===== src/rtl/stream_fifo.sv =====
// First-word-fall-through stream FIFO with occupancy level and almost-full/empty flags.
// Optional synchronous queue clear is enabled by defining STREAM_FIFO_FLUSH_EN.
module stream_fifo #(
  parameter int WIDTH     = 8,
  parameter int DEPTH     = 8,
  parameter int AFULL_TH  = DEPTH - 1,
  parameter int AEMPTY_TH = 1
) (
  input  logic                       clk,
  input  logic                       rst,
`ifdef STREAM_FIFO_FLUSH_EN
  input  logic                       flush,
`endif
  input  logic [WIDTH-1:0]           data_in,
  input  logic                       inp_val,
  output logic                       inp_rdy,
  output logic [WIDTH-1:0]           data_out,
  output logic                       out_val,
  input  logic                       out_rdy,
  output logic [$clog2(DEPTH+1)-1:0] level,
  output logic                       almost_full,
  output logic                       almost_empty
);

  localparam int LW = $clog2(DEPTH + 1);
  localparam int PW = $clog2(DEPTH);
  localparam logic [PW-1:0] LAST_IDX  = PW'(DEPTH - 1);
  localparam logic [LW-1:0] FULL_LVL  = LW'(DEPTH);
  localparam logic [LW-1:0] AFULL_LVL = LW'(AFULL_TH);
  localparam logic [LW-1:0] AEMPTY_LVL = LW'(AEMPTY_TH);

  logic [WIDTH-1:0] mem [DEPTH];
  logic [PW-1:0]    wr_ptr;
  logic [PW-1:0]    rd_ptr;
  logic [LW-1:0]    level_q;
  logic             clear;
  logic             push;
  logic             pop;

`ifdef STREAM_FIFO_FLUSH_EN
  assign clear = rst || flush;
`else
  assign clear = rst;
`endif

  // Handshakes depend only on registered occupancy, so a full FIFO never accepts
  // a push even when a pop happens in the same cycle.
  assign inp_rdy      = (level_q != FULL_LVL);
  assign out_val      = (level_q != '0);
  assign push         = inp_val && inp_rdy && !clear;
  assign pop          = out_val && out_rdy && !clear;
  assign data_out     = mem[rd_ptr];
  assign level        = level_q;
  assign almost_full  = (level_q >= AFULL_LVL);
  assign almost_empty = (level_q <= AEMPTY_LVL);

  // Storage is deliberately left unreset.
  always_ff @(posedge clk) begin
    if (push) begin
      mem[wr_ptr] <= data_in;
    end
  end

  always_ff @(posedge clk) begin
    if (clear) begin
      wr_ptr <= '0;
      rd_ptr <= '0;
    end else begin
      if (push) begin
        wr_ptr <= (wr_ptr == LAST_IDX) ? '0 : wr_ptr + 1'b1;
      end
      if (pop) begin
        rd_ptr <= (rd_ptr == LAST_IDX) ? '0 : rd_ptr + 1'b1;
      end
    end
  end

  always_ff @(posedge clk) begin
    if (clear) begin
      level_q <= '0;
    end else begin
      case ({push, pop})
        2'b10:   level_q <= level_q + 1'b1;
        2'b01:   level_q <= level_q - 1'b1;
        default: level_q <= level_q;
      endcase
    end
  end

endmodule

===== config.mk =====
export PLATFORM = sky130hd
export DESIGN_NAME = stream_fifo
export DESIGN_NICKNAME = d
export VERILOG_FILES = /design/src/rtl/stream_fifo.sv
export SDC_FILE = /design/constraint.sdc
export NUM_CORES = 1
export LEC_CHECK = 0
export BUFFER_PORTS_ARGS = -buffer_cell sky130_fd_sc_hd__buf_2
export CORE_ASPECT_RATIO = 1.4
export CORE_UTILIZATION = 30
export CTS_BUF_LIST = sky130_fd_sc_hd__clkbuf_4 sky130_fd_sc_hd__clkbuf_8
export DETAILED_ROUTE_END_ITERATION = 7
export GPL_TIMING_DRIVEN = 0
export PLACE_DENSITY = 0.42
export SETUP_SLACK_MARGIN = 0.15
export SLEW_MARGIN = 20
export SYNTH_ARGS = -nofsm -noshare
export SYNTH_HDL_FRONTEND = slang
export SYNTH_SLANG_ARGS = --single-unit

===== constraint.sdc =====
create_clock -name clk -period 2.94 [get_ports clk]
set_input_delay 0.441 -clock clk [delete_from_list [all_inputs] [get_ports clk]]
set_output_delay 0.441 -clock clk [all_outputs]
set_load 0.05 [all_outputs]

==> flow_metrics.tcl, run 1 <==
set metrics [dict create \
    status "complete, no violations" \
    pwr-share-comb 0.149 \
    clk_path_buf_depth 2 \
    cap_violations 0 \
    grt_usage 0.125 \
    critPathKind "reg -> reg" \
    fp.dieH_um 124 \
    synth_top_family_by_area "multiplexers" \
    synth_ff_type "edfxtp_1" \
    finalCritPeriodShare 0.890 \
    synthAdderAreaFrac 0.0315 \
    ys_seq_area_frac 0.687 \
    period_needed_ps 2620 \
    skew_ps 8.97 \
    num_vias 1649 \
    synth-xor-area-share 0.00551 \
    fmax_ghz 0.382 \
    synth_area_sq_um 3180 \
    synth-async-reset-ratio 0 \
    port_buffers 27 \
    ios 28 \
    dieArea_sq_um 11000 \
    initial_core_util 0.307 \
    fillers 1011 \
    cts.sinks 77 \
    synth_fp_nets 194 \
    post_dp_cell_area_sq_um 3540 \
    syn_inst 174 \
    synth-edff-count 64 \
    synth_compound_area_frac 0.0284 \
    cp-end-kind "flop" \
    cts_made_buffers 9 \
    clk_latency_ps 350 \
    critical-path-max-stage-delay_ps 440 \
    drtPass1Iterations 4 \
    ys_ff_latch 77 \
    hold-worst-slack_ps 359 \
    syn_to_final_growth_pct 18.6 \
    leakage_nw 1.32 \
    final_cells 358 \
    synth_cell_types 31 \
    hp-class "in -> reg" \
    cts_tree "built" \
    slew_violations 0 \
    synthMuxAreaShare 0.167 \
    core_area_sq_um 10300 \
    power.density_nw_per_um2 659 \
    crit_cells 9 \
    r2r_cells 9 \
    dp_hpwl_um 3970 \
    max_slew_margin 0.360 \
    grt_max_degree 14 \
    insertedDiodeCount 0 \
    grt_pass1_wl_um 9360 \
    wl_per_cell_um 17.0 \
    syn_avg_cell_area_sq_um 18.3 \
    drive_gt1_frac 0.305 \
    crit_arrival_ps 2860 \
    yosysWarnings 0 \
    crit_family "simple AND/OR/NAND/NOR gates" \
    holdPathStages 1 \
    remaining_drc_errors 0 \
    rsz0062_at_grt "no" \
    dieWidth_um 89.0 \
    yosys.area_share.simple 0.0567 \
    crit_slowest_cell "or4b_1" \
    num-nets-final 235 \
    row_count 44 \
    hold_viol_final 0 \
    power_switching_mw 0.636 \
    htree_levels 3 \
    dp_cells 342 \
    ir_drop_mv 0.241 \
    start_kind "flop" \
    drtIter0Drc 75 \
    crit_chain "inv_1 -> ha_1 -> and3b_1 -> or3_1 -> clkbuf_2 -> ha_2 -> or4b_1 -> a21oi_1 -> mux2_2" \
    final_util 0.364 \
    seq_power_share 0.495 \
    overflow 0 \
    root_buffer "clkbuf_8" \
    gp_congestion 0.735 \
    postCtsHoldBufs 0 \
    post_cts_buffers 0 \
    tns_ps 0 \
    worstMarginPinSlew_ps 957 \
    crit_buf_inv 2 \
    layout_commonest_cell "edfxtp_1" \
    p_int_mw 1.84 \
    p_sw_frac 0.256 \
    totalWireLength_um 6090 \
    critical_path_required_ps 3180 \
    viasPerCell 4.61 \
    final_cell_mix "64 x edfxtp_1, 28 x buf_2, 16 x mux4_1, 12 x dfxtp_1, 10 x clkbuf_8" \
    antenna_left 0 \
    setup_viol 0 \
    antenna_found_initial 0 \
    final_area_sq_um 3770 \
    cts.clk_slew.worst_paths_ps 80 \
    pwr-share-clk 0.357 \
    first_global_vias 1624 \
    worst-path-max-fanout 6 \
]
==> routing by layer <==
| metal | vias to the layer above | routed length, um | track usage |
|---|---|---|---|
| met2 | 37 | 3020 | 0.200 |
| met4 | 0 | 148 | 0.0714 |
| li1 | 788 | - | - |
| met5 | - | 0 | 0 |
| met1 | 814 | 2680 | 0.156 |
| met3 | 10 | 237 | 0.0272 |
==> state kept, by name, indices dropped and copies added (netlist names), named ones only <==
name	count
level	4
mem	64
rd_ptr	3
wr_ptr	3
==> Yosys cell counts, types with 2 or more instances <==
master / instances / area (sq um)
a21oi_1: 8 / 40.0
clkbuf_1: 2 / 7.51
dfxtp_1: 13 / 260
edfxtp_1: 64 / 1920
ha_1: 8 / 100
inv_1: 6 / 22.5
mux2_2: 9 / 101
mux4_1: 16 / 420
nand2b_1: 2 / 12.5
nand3_1: 3 / 15.0
nand4b_1: 3 / 26.3
nor2_1: 7 / 26.3
nor3_1: 6 / 30.0
o21ai_0: 7 / 35.0
or3_1: 2 / 12.5
or4_1: 2 / 15.0
xor2_1: 2 / 17.5
==> power by group through the flow <==
stage | clock network (mW) | logic, mW | registers, mW
floorplan | 0 | 0.262 | 1.27
global placement | 0 | 0.370 | 1.25
detailed placement | 0 | 0.373 | 1.25
CTS | 0.906 | 0.374 | 1.23
global route | 0.947 | 0.397 | 1.23
finish | 0.885 | 0.369 | 1.23
==> path summary, 6_finish.rpt <==
check                           startpoint   endpoint  slack, ps
worst min-delay path            data_in[4]  mem[7][4]        360
worst min register to register   rd_ptr[2]       flop        510
worst max register to register    level[1]   level[3]        320
worst max-delay path              level[1]   level[3]        320
==> final cells by class <==
class,instances,area (sq um),area share
plain buffers,7,53.8,0.0143
inverters,6,22.5,0.00598
well taps,138,173,0.0458
clock inverters,5,75.1,0.0199
repair buffers,30,158,0.0418
clock buffers,11,145,0.0385
multi-input cells,84,957,0.254
flip-flops and latches,77,2180,0.580
==> repair_timing <==
item,CTS,global route
resized for setup,1,2
endpoints found under the hold margin,0,0
endpoints found under the setup margin,1,5
pin swaps,0,0
==> through the flow <==
step	power, mW	setup slack (ps)
2_1_floorplan	1.53	214
5_1_grt	2.58	159
4_1_cts	2.51	260
3_5_place_dp	1.62	277
6_report	2.48	322
3_3_place_gp	1.62	-317
==> cell families (layout without fill, tap and decap cells) <==
kind of cell,Yosys count,in the layout
XOR/XNOR,2,2
AO/OA/AOI/OAI,17,17
buffers and inverters,13,59
AND/OR/NAND/NOR,31,31
adder cells (fa/ha/maj),8,8
flip-flops,77,77
multiplexers,26,26
Power figures use the tool's default switching activity.
==> run 2, diff against run 1 <==
GPL_ROUTABILITY_DRIVEN = 0   (was default)
MAX_ROUTING_LAYER = met4   (was default)
clock period = 2.8 ns   (was 2.94 ns; I/O delays follow)
==> run 2 against run 1 <==
Compared with the run above: count of clock-buffer cells in the layout rose by 2; first-iteration DRC count shrank 35%; hold slack got worse by 15 ps; sequential power grew 5%; global-route usage grew 0.29 points; die area stayed put; non-clock buffer count stayed put; power is 2.9% higher; sequential share of layout area about the same; largest power group unchanged.
==> flow_metrics.tcl, run 2 (synthesis results as in run 1) <==
set metrics [dict create \
    status "complete, no violations" \
    antenna_left 0 \
    layout_commonest_cell "edfxtp_1" \
    setup_slack_ps 316 \
    crit_top_cell "ha_2" \
    hp-class "in -> reg" \
    root_buffer "clkbuf_8" \
    row_count 44 \
    cts.clk_slew.worst_paths_ps 70 \
    crit_arrival_ps 2720 \
    post_cts_buffers 0 \
    max_slew_margin 0.345 \
    num-nets-final 235 \
    port_buffers 27 \
    initial_core_util 0.307 \
    totalWireLength_um 6060 \
    antenna_found_initial 0 \
    worst-path-max-fanout 6 \
    r2r_end "level[3]" \
    dieWidth_um 89.0 \
    r2r_slack_ps 320 \
    setup_viol 0 \
    remaining_drc_errors 0 \
    crit_chain "inv_1 -> ha_2 -> and3b_2 -> or3_1 -> clkbuf_4 -> ha_2 -> or4b_1 -> a21oi_1 -> mux2_2" \
    finalCritPeriodShare 0.887 \
    first_global_vias 1624 \
    drtIter0Drc 49 \
    wl_per_cell_um 16.9 \
    final_cell_mix "64 x edfxtp_1, 28 x buf_2, 16 x mux4_1, 12 x clkbuf_8, 11 x dfxtp_1" \
    critical-path-max-stage-delay_ps 440 \
    highest_layer "met4" \
    worstMarginPinSlew_ps 979 \
    dieArea_sq_um 11000 \
    critPathKind "reg -> reg" \
    holdPathStages 1 \
    grt_usage 0.128 \
    clk_path_buf_depth 2 \
    wl_met1_um 2600 \
    regMostFlops "mem" \
    hold_viol_final 0 \
    grt_max_degree 13 \
    cts_made_buffers 9 \
    critical_path_required_ps 3030 \
    fp.dieH_um 124 \
    insertedDiodeCount 0 \
    skew_ps 3.95 \
    viasPerCell 4.55 \
    crit_slowest_cell "or4b_1" \
    leakage_nw 1.31 \
    whs_endpoint "mem[7][3]" \
    drive_gt1_frac 0.318 \
    final_util 0.364 \
    r2r-start "level[1]" \
    tns_ps 0 \
    overflow 0 \
    finalPower_mw 2.55 \
    syn_to_final_growth_pct 18.7 \
    start_kind "flop" \
    cts_tree "built" \
    ios 28 \
    crit_buf_inv 2 \
    wl_met2_um 3090 \
    fmax_ghz 0.403 \
    slew_violations 0 \
    num_vias 1629 \
    grt_pass1_wl_um 9330 \
    ir_drop_mv 0.239 \
    power.density_nw_per_um2 677 \
    largest_register_ffs 64 \
    core_area_sq_um 10300 \
    crit_family "simple AND/OR/NAND/NOR gates" \
    postCtsHoldBufs 0 \
    cts.sinks 77 \
    dp_hpwl_um 3960 \
    htree_levels 3 \
    place_ws_ps 175 \
    rsz0062_at_grt "no" \
    cap_violations 0 \
    wl_met3_um 267 \
    period_needed_ps 2480 \
    clk_latency_ps 340 \
    drtPass1Iterations 4 \
    worstHoldStart "data_in[3]" \
    r2r_cells 9 \
    cp-end-kind "flop" \
]
-- run 2: cell types whose count changed in the layout (fill, tap and decap cells not counted) --
cell        delta
and3b_1        -1
dfxtp_2        +1
clkinv_2       -2
clkbuf_2       -1
clkbuf_8       +2
ha_1           -1
dfxtp_1        -1
clkbuf_4       +1
clkinvlp_4     +1
bufinv_16      -1
and3b_2        +1
ha_2           +1
-- run 2: stage by stage --
| step | cell area, sq um | instances | hold slack (ps) |
|---|---|---|---|
| 2_1_floorplan | 3190 | 174 | 472 |
| 3_3_place_gp | 3500 | 339 | 507 |
| 3_5_place_dp | 3540 | 342 | 510 |
| 4_1_cts | 3760 | 358 | 334 |
| 5_1_grt | 3770 | 358 | 345 |
| 6_report | 3770 | 358 | 344 |
-- run 2: final cells by class --
| class | instances | area (sq um) |
|---|---|---|
| clock inverters | 3 | 42.5 |
| flip-flops and latches | 77 | 2180 |
| repair buffers | 30 | 158 |
| multi-input cells | 84 | 961 |
| clock buffers | 13 | 173 |
| plain buffers | 7 | 56.3 |
| fillers | 1030 | 6580 |
| inverters | 6 | 22.5 |
| well taps | 138 | 173 |
-- run 2: where the power goes --
group,switching [mW],total (mW),internal (mW)
sequential,0.0221,1.29,1.27
clock,0.381,0.874,0.493
combinational,0.248,0.389,0.141
total,0.651,2.55,1.90
-- run 2: routing by layer --
metal | up-vias | global-route usage
li1 | 788 | -
met1 | 792 | 0.148
met2 | 39 | 0.210
met3 | 10 | 0.0265
met4 | 0 | 0.0655
met5 | - | -
-- run 2: how the worst max path moves through the flow --
stage / start / endpoint / slack, ps / cells after the start
floorplan: level[1] / level[3] / 280 / 9
global placement: level[0] / mem[4][5] / -360 / 6
CTS: level[1] / level[3] / 170 / 9
finish: level[1] / level[3] / 320 / 9
detailed placement: level[1] / level[3] / 180 / 9
global route: level[1] / level[3] / 160 / 9
-- run 2: timing repair --
item / in CTS / in global routing
gates cloned: 0 / 0
pin swaps: 0 / 0
endpoints found under the setup margin: 8 / 5
gates resized for setup: 1 / 5
